$ cat config.mk
export PLATFORM = sky130hd
export DESIGN_NAME = dpd_lut_cfg_ctrl_flat
export DESIGN_NICKNAME = d
export VERILOG_FILES = /design/src/rtl/dpd_cfg_pkg.sv /design/src/rtl/dpd_lut_cfg_ctrl_if.sv /design/src/rtl/dpd_cfg_timeout.sv /design/src/rtl/dpd_lut_cfg_ctrl.sv /design/src/flat_wrapper.sv
export SDC_FILE = /design/constraint.sdc
export NUM_CORES = 1
export LEC_CHECK = 0
export ABC_AREA = 1
export BUFFER_PORTS_ARGS = -buffer_cell sky130_fd_sc_hd__buf_2
export CORE_ASPECT_RATIO = 2
export CORE_MARGIN = 3
export CORE_UTILIZATION = 45
export CTS_CLUSTER_DIAMETER = 50
export DETAILED_ROUTE_END_ITERATION = 10
export GPL_TIMING_DRIVEN = 0
export HOLD_SLACK_MARGIN = 0.1
export PLACE_DENSITY = 0.77
export RECOVER_POWER = 100
export SYNTH_ARGS = -nofsm -noshare
export SYNTH_HDL_FRONTEND = slang
export SYNTH_SLANG_ARGS = --single-unit
$ cat constraint.sdc
create_clock -name clk -period 4.9 [get_ports clk]
set_input_delay 0.245 -clock clk [delete_from_list [all_inputs] [get_ports clk]]
set_output_delay 0.245 -clock clk [all_outputs]
set_load 0.05 [all_outputs]
$ cat src/rtl/dpd_cfg_pkg.sv
// Shared definitions for the DPD LUT configuration sequencer: FSM encoding and default geometry.
package dpd_cfg_pkg;

  localparam int DEF_DATA_WIDTH = 32;
  localparam int DEF_ADDR_WIDTH = 4;
  localparam int DEF_ID_MAX     = 64;
  localparam int DEF_LUT_ID_W   = 6;
  localparam int DEF_TIMEOUT    = 15;

  typedef enum logic [2:0] {
    ST_IDLE     = 3'd0,
    ST_WR       = 3'd1,
    ST_RD_ISSUE = 3'd2,
    ST_RD_WAIT  = 3'd3,
    ST_RD_HOLD  = 3'd4
  } state_e;

endpackage

$ cat src/rtl/dpd_lut_cfg_ctrl_if.sv
// Host command/data handshake plus LUT configuration port, bundled for the sequencer.
interface dpd_lut_cfg_ctrl_if
  import dpd_cfg_pkg::*;
#(
  parameter int DATA_WIDTH = DEF_DATA_WIDTH,
  parameter int ADDR_WIDTH = DEF_ADDR_WIDTH,
  parameter int ID_MAX     = DEF_ID_MAX,
  parameter int LUT_ID_W   = DEF_LUT_ID_W
) ();

  logic                  cmd_valid;
  logic                  cmd_ready;
  logic                  cmd_write;
  logic [LUT_ID_W-1:0]   cmd_lut;
  logic [ADDR_WIDTH-1:0] cmd_addr;
  logic [ADDR_WIDTH-1:0] cmd_len;
  logic [DATA_WIDTH-1:0] wr_data;
  logic                  wr_valid;
  logic                  wr_ready;
  logic [DATA_WIDTH-1:0] rd_data;
  logic                  rd_valid;
  logic                  rd_ready;
  logic                  busy;
  logic                  done;
  logic                  err;
  logic                  enc;
  logic [ID_MAX-1:0]     lutIdc;
  logic                  wec;
  logic [ADDR_WIDTH-1:0] addrc;
  logic [DATA_WIDTH-1:0] dinc;
  logic [DATA_WIDTH-1:0] doutc;
  logic                  validc;

  // master is the host plus the LUT it configures; slave is the sequencer
  modport master (
    output cmd_valid, cmd_write, cmd_lut, cmd_addr, cmd_len, wr_data, wr_valid,
           rd_ready, doutc, validc,
    input  cmd_ready, wr_ready, rd_data, rd_valid, busy, done, err,
           enc, lutIdc, wec, addrc, dinc
  );

  modport slave (
    input  cmd_valid, cmd_write, cmd_lut, cmd_addr, cmd_len, wr_data, wr_valid,
           rd_ready, doutc, validc,
    output cmd_ready, wr_ready, rd_data, rd_valid, busy, done, err,
           enc, lutIdc, wec, addrc, dinc
  );

endinterface

$ cat src/rtl/dpd_cfg_timeout.sv
// Loadable down-counter; expired is high once the count has reached zero.
module dpd_cfg_timeout #(
  parameter int CNT_W = 4
) (
  input  logic             clk,
  input  logic             rst,
  input  logic             load,
  input  logic [CNT_W-1:0] load_val,
  output logic             expired
);

  logic [CNT_W-1:0] cnt_q, cnt_d;

  always_comb begin
    cnt_d = cnt_q;
    if (load) begin
      cnt_d = load_val;
    end else if (cnt_q != '0) begin
      cnt_d = cnt_q - CNT_W'(1);
    end
  end

  always_ff @(posedge clk or posedge rst) begin
    if (rst) begin
      cnt_q <= '0;
    end else begin
      cnt_q <= cnt_d;
    end
  end

  assign expired = (cnt_q == '0);

endmodule

$ cat src/rtl/dpd_lut_cfg_ctrl.sv
// Burst sequencer for the DPD actuator LUT configuration port.
// state       | meaning
// IDLE        | ready for a command
// WR          | taking write beats; wr_ready low marks the final strobe cycle
// RD_ISSUE    | read strobe on the LUT port
// RD_WAIT     | waiting for validc, bounded by the timeout counter
// RD_HOLD     | presenting rd_data until the host takes it
module dpd_lut_cfg_ctrl
  import dpd_cfg_pkg::*;
#(
  parameter int DATA_WIDTH = DEF_DATA_WIDTH,
  parameter int ADDR_WIDTH = DEF_ADDR_WIDTH,
  parameter int ID_MAX     = DEF_ID_MAX,
  parameter int LUT_ID_W   = DEF_LUT_ID_W,
  parameter int TIMEOUT    = DEF_TIMEOUT
) (
  input logic               clk,
  input logic               rst,
  dpd_lut_cfg_ctrl_if.slave bus
);

  localparam int TMO_W = $clog2(TIMEOUT + 1);
  localparam logic [ID_MAX-1:0] SEL_ONE = {{(ID_MAX-1){1'b0}}, 1'b1};

  state_e                state_q, state_d;
  logic [LUT_ID_W-1:0]   lut_q, lut_d;
  logic [ADDR_WIDTH-1:0] addr_q, addr_d, cnt_q, cnt_d;
  logic                  cmd_ready_q, cmd_ready_d, wr_ready_q, wr_ready_d;
  logic                  rd_valid_q, rd_valid_d, busy_q, busy_d;
  logic                  done_q, done_d, err_q, err_d, enc_q, enc_d, wec_q, wec_d;
  logic [DATA_WIDTH-1:0] rd_data_q, rd_data_d, dinc_q, dinc_d;
  logic [ADDR_WIDTH-1:0] addrc_q, addrc_d;
  logic [ID_MAX-1:0]     lut_idc_q, lut_idc_d;
  logic                  tmo_load, tmo_expired;

  dpd_cfg_timeout #(.CNT_W(TMO_W)) u_timeout (
    .clk      (clk),
    .rst      (rst),
    .load     (tmo_load),
    .load_val (TMO_W'(TIMEOUT - 1)),
    .expired  (tmo_expired)
  );

  always_comb begin
    state_d    = state_q;
    lut_d      = lut_q;
    addr_d     = addr_q;
    cnt_d      = cnt_q;
    wr_ready_d = 1'b0;
    rd_valid_d = rd_valid_q;
    rd_data_d  = rd_data_q;
    done_d     = 1'b0;
    err_d      = 1'b0;
    enc_d      = 1'b0;
    wec_d      = 1'b0;
    addrc_d    = '0;
    dinc_d     = '0;
    tmo_load   = 1'b0;
    unique case (state_q)
      ST_IDLE: begin
        if (bus.cmd_valid && cmd_ready_q) begin
          if (int'(bus.cmd_lut) >= ID_MAX) begin
            err_d = 1'b1;
          end else begin
            lut_d  = bus.cmd_lut;
            addr_d = bus.cmd_addr;
            cnt_d  = bus.cmd_len;
            if (bus.cmd_write) begin
              state_d    = ST_WR;
              wr_ready_d = 1'b1;
            end else begin
              state_d = ST_RD_ISSUE;
              enc_d   = 1'b1;
              addrc_d = bus.cmd_addr;
            end
          end
        end
      end
      ST_WR: begin
        if (!wr_ready_q) begin
          done_d  = 1'b1;
          state_d = ST_IDLE;
        end else begin
          wr_ready_d = 1'b1;
          if (bus.wr_valid) begin
            enc_d   = 1'b1;
            wec_d   = 1'b1;
            addrc_d = addr_q;
            dinc_d  = bus.wr_data;
            if (cnt_q == '0) begin
              wr_ready_d = 1'b0;
            end else begin
              cnt_d  = cnt_q - ADDR_WIDTH'(1);
              addr_d = addr_q + ADDR_WIDTH'(1);
            end
          end
        end
      end
      ST_RD_ISSUE: begin
        state_d  = ST_RD_WAIT;
        tmo_load = 1'b1;
      end
      ST_RD_WAIT: begin
        // a validc arriving in the last allowed cycle still wins over expiry
        if (bus.validc) begin
          rd_data_d  = bus.doutc;
          rd_valid_d = 1'b1;
          state_d    = ST_RD_HOLD;
        end else if (tmo_expired) begin
          err_d   = 1'b1;
          state_d = ST_IDLE;
        end
      end
      ST_RD_HOLD: begin
        if (bus.rd_ready) begin
          rd_valid_d = 1'b0;
          if (cnt_q == '0) begin
            done_d  = 1'b1;
            state_d = ST_IDLE;
          end else begin
            cnt_d   = cnt_q - ADDR_WIDTH'(1);
            addr_d  = addr_q + ADDR_WIDTH'(1);
            state_d = ST_RD_ISSUE;
            enc_d   = 1'b1;
            addrc_d = addr_q + ADDR_WIDTH'(1);
          end
        end
      end
      default: state_d = ST_IDLE;
    endcase
    // the done/err cycle still counts as busy; a rejected command never was
    busy_d      = (state_d != ST_IDLE) || done_d || (err_d && (state_q != ST_IDLE));
    lut_idc_d   = busy_d ? (SEL_ONE << lut_d) : '0;
    cmd_ready_d = (state_d == ST_IDLE) && !done_d && !err_d;
  end

  always_ff @(posedge clk or posedge rst) begin
    if (rst) begin
      state_q     <= ST_IDLE;
      lut_q       <= '0;
      addr_q      <= '0;
      cnt_q       <= '0;
      cmd_ready_q <= 1'b0;
      wr_ready_q  <= 1'b0;
      rd_valid_q  <= 1'b0;
      rd_data_q   <= '0;
      busy_q      <= 1'b0;
      done_q      <= 1'b0;
      err_q       <= 1'b0;
      enc_q       <= 1'b0;
      wec_q       <= 1'b0;
      addrc_q     <= '0;
      dinc_q      <= '0;
      lut_idc_q   <= '0;
    end else begin
      state_q     <= state_d;
      lut_q       <= lut_d;
      addr_q      <= addr_d;
      cnt_q       <= cnt_d;
      cmd_ready_q <= cmd_ready_d;
      wr_ready_q  <= wr_ready_d;
      rd_valid_q  <= rd_valid_d;
      rd_data_q   <= rd_data_d;
      busy_q      <= busy_d;
      done_q      <= done_d;
      err_q       <= err_d;
      enc_q       <= enc_d;
      wec_q       <= wec_d;
      addrc_q     <= addrc_d;
      dinc_q      <= dinc_d;
      lut_idc_q   <= lut_idc_d;
    end
  end

  assign bus.cmd_ready = cmd_ready_q;
  assign bus.wr_ready  = wr_ready_q;
  assign bus.rd_valid  = rd_valid_q;
  assign bus.rd_data   = rd_data_q;
  assign bus.busy      = busy_q;
  assign bus.done      = done_q;
  assign bus.err       = err_q;
  assign bus.enc       = enc_q;
  assign bus.wec       = wec_q;
  assign bus.addrc     = addrc_q;
  assign bus.dinc      = dinc_q;
  assign bus.lutIdc    = lut_idc_q;

endmodule

$ cat src/flat_wrapper.sv
// flat-port wrapper written by rule: the top's interface ports become plain ports
module dpd_lut_cfg_ctrl_flat import dpd_cfg_pkg::*;
#(
  parameter int DATA_WIDTH = DEF_DATA_WIDTH,
  parameter int ADDR_WIDTH = DEF_ADDR_WIDTH,
  parameter int ID_MAX     = DEF_ID_MAX,
  parameter int LUT_ID_W   = DEF_LUT_ID_W,
  parameter int TIMEOUT    = DEF_TIMEOUT
)
  (clk, rst, bus_cmd_valid, bus_cmd_write, bus_cmd_lut, bus_cmd_addr, bus_cmd_len, bus_wr_data, bus_wr_valid, bus_rd_ready, bus_doutc, bus_validc, bus_cmd_ready, bus_wr_ready, bus_rd_data, bus_rd_valid, bus_busy, bus_done, bus_err, bus_enc, bus_lutIdc, bus_wec, bus_addrc, bus_dinc);
  dpd_lut_cfg_ctrl_if #(.DATA_WIDTH(DATA_WIDTH), .ADDR_WIDTH(ADDR_WIDTH), .ID_MAX(ID_MAX), .LUT_ID_W(LUT_ID_W)) bus_i ();
  input logic clk;
  input logic rst;
  input wire logic [$bits(bus_i.cmd_valid)-1:0] bus_cmd_valid;
  input wire logic [$bits(bus_i.cmd_write)-1:0] bus_cmd_write;
  input wire logic [$bits(bus_i.cmd_lut)-1:0] bus_cmd_lut;
  input wire logic [$bits(bus_i.cmd_addr)-1:0] bus_cmd_addr;
  input wire logic [$bits(bus_i.cmd_len)-1:0] bus_cmd_len;
  input wire logic [$bits(bus_i.wr_data)-1:0] bus_wr_data;
  input wire logic [$bits(bus_i.wr_valid)-1:0] bus_wr_valid;
  input wire logic [$bits(bus_i.rd_ready)-1:0] bus_rd_ready;
  input wire logic [$bits(bus_i.doutc)-1:0] bus_doutc;
  input wire logic [$bits(bus_i.validc)-1:0] bus_validc;
  output wire logic [$bits(bus_i.cmd_ready)-1:0] bus_cmd_ready;
  output wire logic [$bits(bus_i.wr_ready)-1:0] bus_wr_ready;
  output wire logic [$bits(bus_i.rd_data)-1:0] bus_rd_data;
  output wire logic [$bits(bus_i.rd_valid)-1:0] bus_rd_valid;
  output wire logic [$bits(bus_i.busy)-1:0] bus_busy;
  output wire logic [$bits(bus_i.done)-1:0] bus_done;
  output wire logic [$bits(bus_i.err)-1:0] bus_err;
  output wire logic [$bits(bus_i.enc)-1:0] bus_enc;
  output wire logic [$bits(bus_i.lutIdc)-1:0] bus_lutIdc;
  output wire logic [$bits(bus_i.wec)-1:0] bus_wec;
  output wire logic [$bits(bus_i.addrc)-1:0] bus_addrc;
  output wire logic [$bits(bus_i.dinc)-1:0] bus_dinc;
  assign bus_i.cmd_valid = bus_cmd_valid;
  assign bus_i.cmd_write = bus_cmd_write;
  assign bus_i.cmd_lut = bus_cmd_lut;
  assign bus_i.cmd_addr = bus_cmd_addr;
  assign bus_i.cmd_len = bus_cmd_len;
  assign bus_i.wr_data = bus_wr_data;
  assign bus_i.wr_valid = bus_wr_valid;
  assign bus_i.rd_ready = bus_rd_ready;
  assign bus_i.doutc = bus_doutc;
  assign bus_i.validc = bus_validc;
  assign bus_cmd_ready = bus_i.cmd_ready;
  assign bus_wr_ready = bus_i.wr_ready;
  assign bus_rd_data = bus_i.rd_data;
  assign bus_rd_valid = bus_i.rd_valid;
  assign bus_busy = bus_i.busy;
  assign bus_done = bus_i.done;
  assign bus_err = bus_i.err;
  assign bus_enc = bus_i.enc;
  assign bus_lutIdc = bus_i.lutIdc;
  assign bus_wec = bus_i.wec;
  assign bus_addrc = bus_i.addrc;
  assign bus_dinc = bus_i.dinc;
  dpd_lut_cfg_ctrl #(.DATA_WIDTH(DATA_WIDTH), .ADDR_WIDTH(ADDR_WIDTH), .ID_MAX(ID_MAX), .LUT_ID_W(LUT_ID_W), .TIMEOUT(TIMEOUT)) u_core (.clk(clk), .rst(rst), .bus(bus_i));
endmodule
# After elaboration in Yosys (flattened, before gate mapping)
# Cells that the tools add are included.
totals:
  reg_bits: 161
  inputBits: 85
  output_inout_bits: 140
  elab_cells: 110
classes:
  add_sub_neg: 3
  n_eq_ne: 9
  shift: 1
  mux: 59
  n_reduce_logical: 21
op_table:
  columns: ["cell", "count"]
  rows:
  - ["32-bit 2-to-1 mux", 3]
  - ["4-bit 2-to-1 mux", 18]
  - ["64-bit 2-to-1 mux", 1]
  - ["1-bit by 6-bit left shift with 64-bit output (first input constant)", 1]
  - ["4-bit one-hot mux with 3 select lines", 3]
  - ["1-bit 2-to-1 mux", 20]
  - ["3-bit 2-to-1 mux", 5]
  - ["3-bit one-hot mux with 5 select lines", 1]
  - ["6-bit 2-to-1 mux", 2]
  - ["3-bit nonzero test", 3]
  - ["4-bit logical NOT", 2]
  - ["4-bit by 1-bit subtractor with 4-bit output (second input constant)", 2]
  - ["3-bit by 2-bit equality test with 1-bit output (second input constant)", 2]
  - ["3-bit logical NOT", 2]
  - ["2-bit inequality test (second input constant)", 3]
  - ["1-bit one-hot mux with 2 select lines", 3]
  - ["5-bit AND reduction", 1]
  - ["4-bit by 1-bit adder with 4-bit output (second input constant)", 1]
  - ["1-bit logical AND", 4]
  - ["2-bit 2-to-1 mux", 2]
  - ["2-bit by 1-bit inequality test with 1-bit output (second input constant)", 2]
  - ["2-bit nonzero test", 2]
  - ["4-bit nonzero test", 1]
  - ["3-bit by 1-bit equality test with 1-bit output (second input constant)", 1]
  - ["other kinds (6)", 8]

# Logic depth before layout (Yosys ltp)
# Gate-level depths: netlist (run 1).
logic_depth:
  word_depth: 8
  ltp_mapped: 11

# Cells and area by module
# A second synthesis (run 1) with hierarchy kept.
unflattened:
  cells_unflattened: 704
  hier_area_um2: 6676.4
modules_own_cells:
  columns: ["mod", "n_inst", "cells_per_inst", "area_each_um2", "seq_area_each_um2"]
  rows:
  - ["dpd_lut_cfg_ctrl", 1, 666, 6417.4, 3928.8]
  - ["dpd_cfg_timeout", 1, 38, 259.0, 100.1]

# Worst setup path after synthesis (run 1)
# OpenSTA, ideal clock, no wires.
synth_timing:
  path_kind: "reg2reg"
  from: "reg u_core.cmd_ready_q, in the netlist u_core.bus.cmd_ready"
  to: "reg u_core.lut_idc_q[34], in the netlist u_core.bus.lutIdc[34]"
  setup_ns: 0.117
  t_arrival_ns: 1.823
  t_required_ns: 4.783
  setup_slack_ns: 2.960
  path_stages_with_launch: 9
  path_buffers: 1
  synth_period_minus_slack_ns: 1.940
  cell_sequence: "dfrtp_1 nand2_1 inv_2 nand3_4 o21ai_4 inv_2 buf_2 nand4_1 nor2_2"
synth_via:
  elab_chain_cells: 7
  elab_cells_between_ends: 10
synth_lines:
  columns: ["element", "line", "rtl"]
  rows:
  - ["start: declaration", "dpd_lut_cfg_ctrl.sv:28", "logic cmd_ready_q, cmd_ready_d, wr_ready_q, wr_ready_d;"]
  - ["start signal: assignment", "dpd_lut_cfg_ctrl.sv:160", "cmd_ready_q <= cmd_ready_d;"]
  - ["1-bit logical AND (*)", "dpd_lut_cfg_ctrl.sv:61", "if (bus.cmd_valid && cmd_ready_q) begin"]
  - ["3-bit 2-to-1 mux", "dpd_lut_cfg_ctrl.sv:61", null]
  - ["3-bit one-hot mux with 5 select lines", "dpd_lut_cfg_ctrl.sv:59", "unique case (state_q)"]
  - ["3-bit nonzero test", "dpd_lut_cfg_ctrl.sv:132", "busy_d = (state_d != ST_IDLE) || done_d || (err_d && (state_q != ST_IDLE));"]
  - ["1-bit logical OR (2 in series)", "dpd_lut_cfg_ctrl.sv:132", null]
  - ["64-bit 2-to-1 mux (*)", "dpd_lut_cfg_ctrl.sv:133", "lut_idc_d = busy_d ? (SEL_ONE << lut_d) : '0;"]
  - ["net u_core.lut_idc_d[34]", "dpd_lut_cfg_ctrl.sv:33", "logic [ID_MAX-1:0] lut_idc_q, lut_idc_d;"]
  - ["end signal: assignment", "dpd_lut_cfg_ctrl.sv:171", "lut_idc_q <= lut_idc_d;"]
  - ["end: declaration", "dpd_lut_cfg_ctrl.sv:33", null]
# Mark *: on every way through the listed nets, which the timed path passes. The rest lies on a longest branch.
# A chain may end at the register's enable or synchronous reset.

# Final worst setup path (run 1)
layout_timing:
  from: "reg u_core.state_q[2]"
  to: "reg u_core.lut_idc_q[40], in the netlist u_core.bus.lutIdc[40]"
layout_via:
  elab_chain_cells: 7
  elab_cells_between_ends: 21
layout_lines:
  columns: ["element", "line", "rtl"]
  rows:
  - ["start: declaration", "dpd_lut_cfg_ctrl.sv:25", "state_e state_q, state_d;"]
  - ["start signal: assignment", "dpd_lut_cfg_ctrl.sv:156", "state_q <= state_d;"]
  - ["3-bit 2-to-1 mux", "dpd_lut_cfg_ctrl.sv:109", "end else if (tmo_expired) begin"]
  - ["3-bit 2-to-1 mux", "dpd_lut_cfg_ctrl.sv:105", "if (bus.validc) begin"]
  - ["3-bit one-hot mux with 5 select lines", "dpd_lut_cfg_ctrl.sv:59", null]
  - ["3-bit nonzero test", "dpd_lut_cfg_ctrl.sv:132", null]
  - ["1-bit logical OR (2 in series)", "dpd_lut_cfg_ctrl.sv:132", null]
  - ["64-bit 2-to-1 mux (*)", "dpd_lut_cfg_ctrl.sv:133", null]
  - ["net u_core.lut_idc_d[40]", "dpd_lut_cfg_ctrl.sv:33", null]
# Marks and branches as above.

==> results of run 1 <==
==> cell type report <==
class                           count  area, µm²
Clock inverter                     14        198
Multi-Input combinational cell    354       1990
Buffer                             33        139
Inverter                           70        264
Tap cell                          189        236
Clock buffer                       18        429
Fill cell                        1237       5080
Sequential cell                   161       4030
Antenna cell                        1       2.50
Timing Repair Buffer              296       1680
==> cell usage after synthesis, types with 2 or more instances <==
cell	n	area share
a21oi_1	4	0.0031
a22oi_1	2	0.0023
buf_2	26	0.020
buf_6	5	0.0086
dfrtp_1	161	0.62
ha_1	4	0.0077
inv_1	62	0.036
inv_2	8	0.0046
mux2_2	32	0.055
mux2i_1	4	0.0061
nand2_1	57	0.033
nand2_2	8	0.0077
nand3_1	33	0.025
nand4_1	52	0.050
nor2_1	105	0.060
nor2_2	17	0.016
nor2_4	3	0.0052
o211ai_1	4	0.0046
o21ai_0	10	0.0077
o21ai_1	5	0.0038
o21ai_2	2	0.0027
xor2_1	3	0.0040
==> what timing repair did <==
action	4_1_cts	5_1_grt
hold endpoints to repair	130	0
hold buffers	71	0
gates resized for setup	0	0
==> worst max-delay path, cell delays in order, from the launching register on <==
cell      delay (ns)
dfrtp_1         0.32
clkbuf_1        0.39
inv_1           0.28
nand3_1         0.25
nand3_1         0.11
nor2_1          0.18
nand3_2         0.08
nor2_1          0.18
clkbuf_1        0.43
clkbuf_1        0.57
nor2_1          0.13
==> path summary, 6_finish.rpt <==
kind | end | slack [ns] | depth (start not counted)
worst max-delay path | u_core.bus.lutIdc[40]$_DFF_PP0_ | 1.83 | 10
worst min-delay path | u_core.cnt_q[2]$_DFFE_PP0P_ | 0.17 | 4
worst max register to register | u_core.bus.lutIdc[40]$_DFF_PP0_ | 1.83 | 10
worst min register to register | u_core.bus.rd_valid$_DFFE_PP0P_ | 0.49 | 2
max in group asynchronous | u_core.u_timeout.cnt_q[1]$_DFFE_PP0P_ | 2.53 | 4
min in group asynchronous | u_core.bus.dinc[27]$_DFF_PP0_ | 1.09 | 3
==> layout by cell type, fill, tap and decap left out, drive strengths merged <==
cell type	instances
nand4	52
nor4	1
dlygate4sd3	71
a21oi	4
diode	1
xor2	3
xnor2	1
o31ai	1
or2	1
o21a	1
o21ai	18
inv	74
mux2i	4
clkbuf	180
a22oi	2
nand3b	1
nor2	125
bufinv	3
nand2	65
o211ai	4
nand3	35
dfrtp	161
clkinvlp	2
buf	96
clkinv	5
ha	4
mux2	32
==> metal layers <==
| metal | routed length [µm] | vias up | global-route usage |
|---|---|---|---|
| li1 | - | 2629 | - |
| met1 | 6010 | 2659 | 0.232 |
| met2 | 10700 | 184 | 0.453 |
| met3 | 834 | 44 | 0.0448 |
| met4 | 621 | 0 | 0.101 |
| met5 | 0 | - | 0 |
==> cells by family after synthesis <==
kind of cell	after synthesis	share of synthesized area
simple gates	280	0.207
xor+xnor	4	0.00538
compound gates	30	0.0290
buf+inv	103	0.0707
fa+ha+maj	4	0.00768
flops	161	0.618
mux	36	0.0615
==> per-stage QoR <==
| stage | power, mW | util | hold slack [ns] | setup slack, ns | instance area, µm² |
|---|---|---|---|---|---|
| finish | 5.53 | 0.639 | 0.166 | 1.83 | 8970 |
| global route | 5.84 | 0.638 | 0.165 | 1.52 | 8960 |
| CTS | 5.71 | 0.658 | 0.128 | 2.89 | 9240 |
| detailed placement | 4.25 | 0.563 | 0.352 | 2.87 | 7910 |
| global placement | 4.19 | 0.561 | 0.453 | -1.31 | 7870 |
| floorplan | 3.64 | - | 0.319 | 0.307 | 6520 |
==> power by group <==
part           total, mW  switching (mW)  internal, mW
Clock               1.40           0.573         0.823
Combinational       2.37            1.82         0.546
Sequential          1.76           0.157          1.61
==> flip-flops by register name (all words and copies together), names as in the netlist <==
signal	count
u_core.addr_q	4
u_core.bus.addrc	4
u_core.bus.busy	1
u_core.bus.cmd_ready	1
u_core.bus.dinc	32
u_core.bus.done	1
u_core.bus.enc	1
u_core.bus.err	1
u_core.bus.lutIdc	64
u_core.bus.rd_data	32
u_core.bus.rd_valid	1
u_core.bus.wec	1
u_core.bus.wr_ready	1
u_core.cnt_q	4
u_core.lut_q	6
u_core.state_q	3
u_core.u_timeout.cnt_q	4
==> summary.md, run 1 <==
| Metric | Value |
|---|---|
| Status | complete, but fails checks |
| Failing checks | max-capacitance violations, max-slew violations |
| Slew Viols, Final | 61 |
| Worst Max-Slew Pin Slew | 2.61 ns |
| Die Area | 0.0160 mm² |
| Total grt overflow | 0 |
| Crit path kind | register to register |
| Setup TNS | 0 ns |
| Min Tclk post-route | 3.07 ns |
| Final-stage net count | 1022 |
| Total track usage | 0.232 |
| Mean Syn Cell Area | 10.5 µm² |
| First-pass GRT wire length | 29000 µm |
| Max Clock Freq | 325 MHz |
| Pleak | 4.47 nW |
| Rel. slew slack | -0.748 |
| Area growth, synth to finish | 37.6% |
| Clock skew | 0.0117 ns |
| CP startpoint kind | register |
| DRC | 0 |
| Drt initial violations | 275 |
| Most used DFF post-synth | dfrtp_1 |
| Critical Path AT | 3.35 ns |
| Setup bufs post-CTS | 0 |
| Final setup violation count | 0 |
| Beginning of the worst hold path | bus_cmd_len[2] |
| Worst-path clk slew | 0.07 ns |
| Vias in the first global route | 5671 |
| EDFF count, synth | 0 |
| Critical Path RT | 5.18 ns |
| Mapped Area | 0.00651 mm² |
| CTS sink cnt | 161 |
| Final ANT Viol Nets | 0 |
| CP max FO | 10 |
| Via count | 5516 |
| Tcrit/Tclk final | 0.627 |
| Cell Rows | 61 |
| Boundary pin count | 225 |
| Drt first pass iters | 5 |
| Vias per Instance | 4.86 |
| Register area share after synthesis | 0.618 |
| Synth unique cells | 33 |
| Later-pin clock latency in the skew report | 0.42 ns |
| CTS buffer count | 17 |
| Root Driver | clkbuf_16 |
| Synthesis Warnings | 0 |
| Dpl hpwl | 12300 µm |
| Port bufs | 224 |
| Wirelength per Cell | 16.0 µm |
| H-tree levels | 4 |
| Cells after Synth | 618 |
| Post-synth ARST share | 1.00 |
| Chip Width | 91.1 µm |
| Final GP Congestion | 0.838 |
| Die Y | 176 µm |
| Hold WC Path Type | input pin to register |
| Antenna violations before repair | 0 |
| Critical path capture point type | register |
| Placed insts | 1032 |
| PwrDens | 616 mW/mm² |
| Syn nets | 707 |
| CTS tree | built |
| #FFs+latches synth | 161 |
| Core area | 0.0140 mm² |
| Endpoints failing hold | 0 |
| Worst reg2reg startpoint | u_core.state_q[2]$_DFF_PP0_ |
| Final WL | 18200 µm |
| Critical Path Start | u_core.state_q[2]$_DFF_PP0_ |
| Initial core utilization | 0.464 |
| Share of cells above drive strength 1 | 0.201 |
| RSZ-0062 raised after global routing | false |
| Non-Filler Instances | 1136 |
| Peak supply drop | 0.000344 V |
| Pin count of the biggest net entering global routing | 102 |
| Number of max-cap violations | 1 |
| Clock buffer depth | 2 |
Power figures use the tool's default switching activity.
==> run 2: changes to the inputs <==
==> constraint.sdc (replaced) <==
create_clock -name clk -period 2.7 [get_ports clk]
set_input_delay 0.135 -clock clk [delete_from_list [all_inputs] [get_ports clk]]
set_output_delay 0.135 -clock clk [all_outputs]
set_load 0.05 [all_outputs]
==> summary.md, run 2 (synthesis gave the netlist of run 1 again) <==
| Metric | Value |
|---|---|
| Most frequent cells in the layout | 161 x dfrtp_1, 152 x clkbuf_1, 109 x nor2_1 |
| DRC | 0 |
| Total track usage | 0.235 |
| Reg2reg path depth | 9 |
| Area growth, synth to finish | 39.6% |
| Final WL | 18500 µm |
| Rel. slew slack | -0.199 |
| CP Cell Sequence | buf_4 > inv_1 > nand2_1 > nor2_1 > nand2_1 > o21ai_1 > clkbuf_1 > nand4_1 > nor2_1 |
| CP bufs+invs | 3 |
| Core area | 0.0140 mm² |
| Worst hold path stage count | 5 |
| CP startpoint kind | register |
| Slew Viols, Final | 39 |
| Critical Path RT | 3.05 ns |
| Clock skew | 0.0186 ns |
| Die Area | 0.0160 mm² |
| Pleak | 4.55 nW |
| Cell family with most CP delay | buffers and inverters |
| Endpoints failing hold | 0 |
| R2R Setup Slk | 0.45 ns |
| Critical Path AT | 2.60 ns |
| Setup bufs post-CTS | 0 |
| Drt first pass iters | 6 |
| Crit path kind | register to register |
| Hold Path End | u_core.cnt_q[0]$_DFFE_PP0P_ |
| Later-pin clock latency in the skew report | 0.43 ns |
| Design Area, Final | 0.00909 mm² |
| Wirelength per Cell | 16.2 µm |
| Worst Max-Slew Pin Slew | 1.79 ns |
| Beginning of the worst hold path | bus_cmd_len[0] |
| Vias per Instance | 4.89 |
| Worst-path clk slew | 0.07 ns |
| CP max FO | 10 |
| R2r endpoint | u_core.bus.lutIdc[47]$_DFF_PP0_ |
| Peak supply drop | 0.000698 V |
| Pin count of the biggest net entering global routing | 45 |
| CTS tree | built |
| Failing checks | max-capacitance violations, max-slew violations |
| Port bufs | 224 |
| Min Tclk post-route | 2.25 ns |
| Final-stage net count | 1030 |
| Clock buffer depth | 2 |
| Via count | 5591 |
| Max Clock Freq | 445 MHz |
| Status | complete, but fails checks |
| Final ANT Viol Nets | 0 |
| Initial core utilization | 0.464 |
| RSZ-0062 raised after global routing | false |
| Drt initial violations | 191 |
| Die Y | 176 µm |
| Max reg flops | 64 |
| Final GP Congestion | 0.841 |
| Cell Rows | 61 |
| Critical path capture point type | register |
| Root Driver | clkbuf_16 |
| Total grt overflow | 0 |
| CTS sink cnt | 161 |
| Share of cells above drive strength 1 | 0.215 |
| PwrDens | 1110 mW/mm² |
| Antenna violations before repair | 1 |
| Hold WC Path Type | input pin to register |
| Boundary pin count | 225 |
| Dpl hpwl | 12700 µm |
| Final Hold Slack | 0.146 ns |
| Final setup violation count | 0 |
| H-tree levels | 4 |
| Number of max-cap violations | 1 |
| Worst reg2reg startpoint | u_core.state_q[2]$_DFF_PP0_ |
| Vias in the first global route | 5953 |
| Slowest CP cell | clkbuf_1 |
| Placed cell area | 0.00794 mm² |
| First-pass GRT wire length | 29400 µm |
| Commonest non-fill, non-tap cell in the layout | dfrtp_1 |
| CTS buffer count | 17 |
| Tcrit/Tclk final | 0.832 |
| Chip Width | 91.1 µm |
| Worst path max stage delay | 0.41 ns |
-- run 2: cell types whose count changed in the layout (fill, tap and decap cells not counted), moves of 2 or more --
cell           before  now
buf_12              0    3
buf_2              95   99
buf_6               0    5
bufinv_16           3    1
clkbuf_1          163  152
clkinv_8            1    3
dlygate4sd3_1      71   77
inv_8               2    5
o21ai_0            15   12
o21ai_1             1    4
-- run 2: how the worst max path moves through the flow --
stage,start,end,cells past startpoint
after global placement,rst,u_core.bus.rd_data[5]$_DFFE_PP0P_,2
final,u_core.state_q[2]$_DFF_PP0_,u_core.bus.lutIdc[47]$_DFF_PP0_,9
after floorplan,rst,u_core.addr_q[0]$_DFFE_PP0P_,1
after detailed placement,u_core.state_q[1]$_DFF_PP0_,u_core.bus.lutIdc[18]$_DFF_PP0_,7
after CTS,u_core.state_q[1]$_DFF_PP0_,u_core.bus.lutIdc[58]$_DFF_PP0_,7
after global routing,u_core.state_q[2]$_DFF_PP0_,u_core.bus.lutIdc[30]$_DFF_PP0_,9
-- run 2: where the power goes --
group / total, mW / switching (mW) / internal (mW)
sequential: 3.19 / 0.280 / 2.91
combinational: 4.46 / 3.33 / 1.13
clock: 2.44 / 1.10 / 1.34
-- run 2: metrics by stage --
step	total power [mW]	setup slack, ns	instances	utilization	TNS (ns)
6_report	10.1	0.455	1144	0.648	0
5_1_grt	10.7	0.211	1144	0.648	0
4_1_cts	10.3	0.646	1143	0.664	0
3_5_place_dp	7.70	0.695	1034	0.565	0
3_3_place_gp	7.60	-0.371	1031	0.561	-57.42
2_1_floorplan	6.60	0.522	618	-	0
-- run 2: cell type report --
type,instances,area [µm²]
Clock inverter,15,188
Fill cell,1217,4950
Clock buffer,17,425
Buffer,33,184
Antenna cell,1,2.50
Timing Repair Buffer,304,1780
Inverter,70,264
Sequential cell,161,4030
Tap cell,189,236
Multi-Input combinational cell,354,1990
-- run 2: tightest hold or removal path, delay by kind of cell --
kind / cells / cell delay, ns
simple gates: 2 / 0.16
compound gates: 2 / 0.13
buf+inv: 1 / 0.10
-- run 2: metal layers --
metal,wire [µm],global-route usage
met1,6280,0.233
met2,10700,0.453
met3,754,0.0435
met4,739,0.124
met5,0,0
-- run 2: repair_timing --
action                                 in CTS  in global routing
setup endpoints to repair                   0                  0
endpoints found under the hold margin     117                  0
gates resized for setup                     0                  0
hold buffers                               77                  0
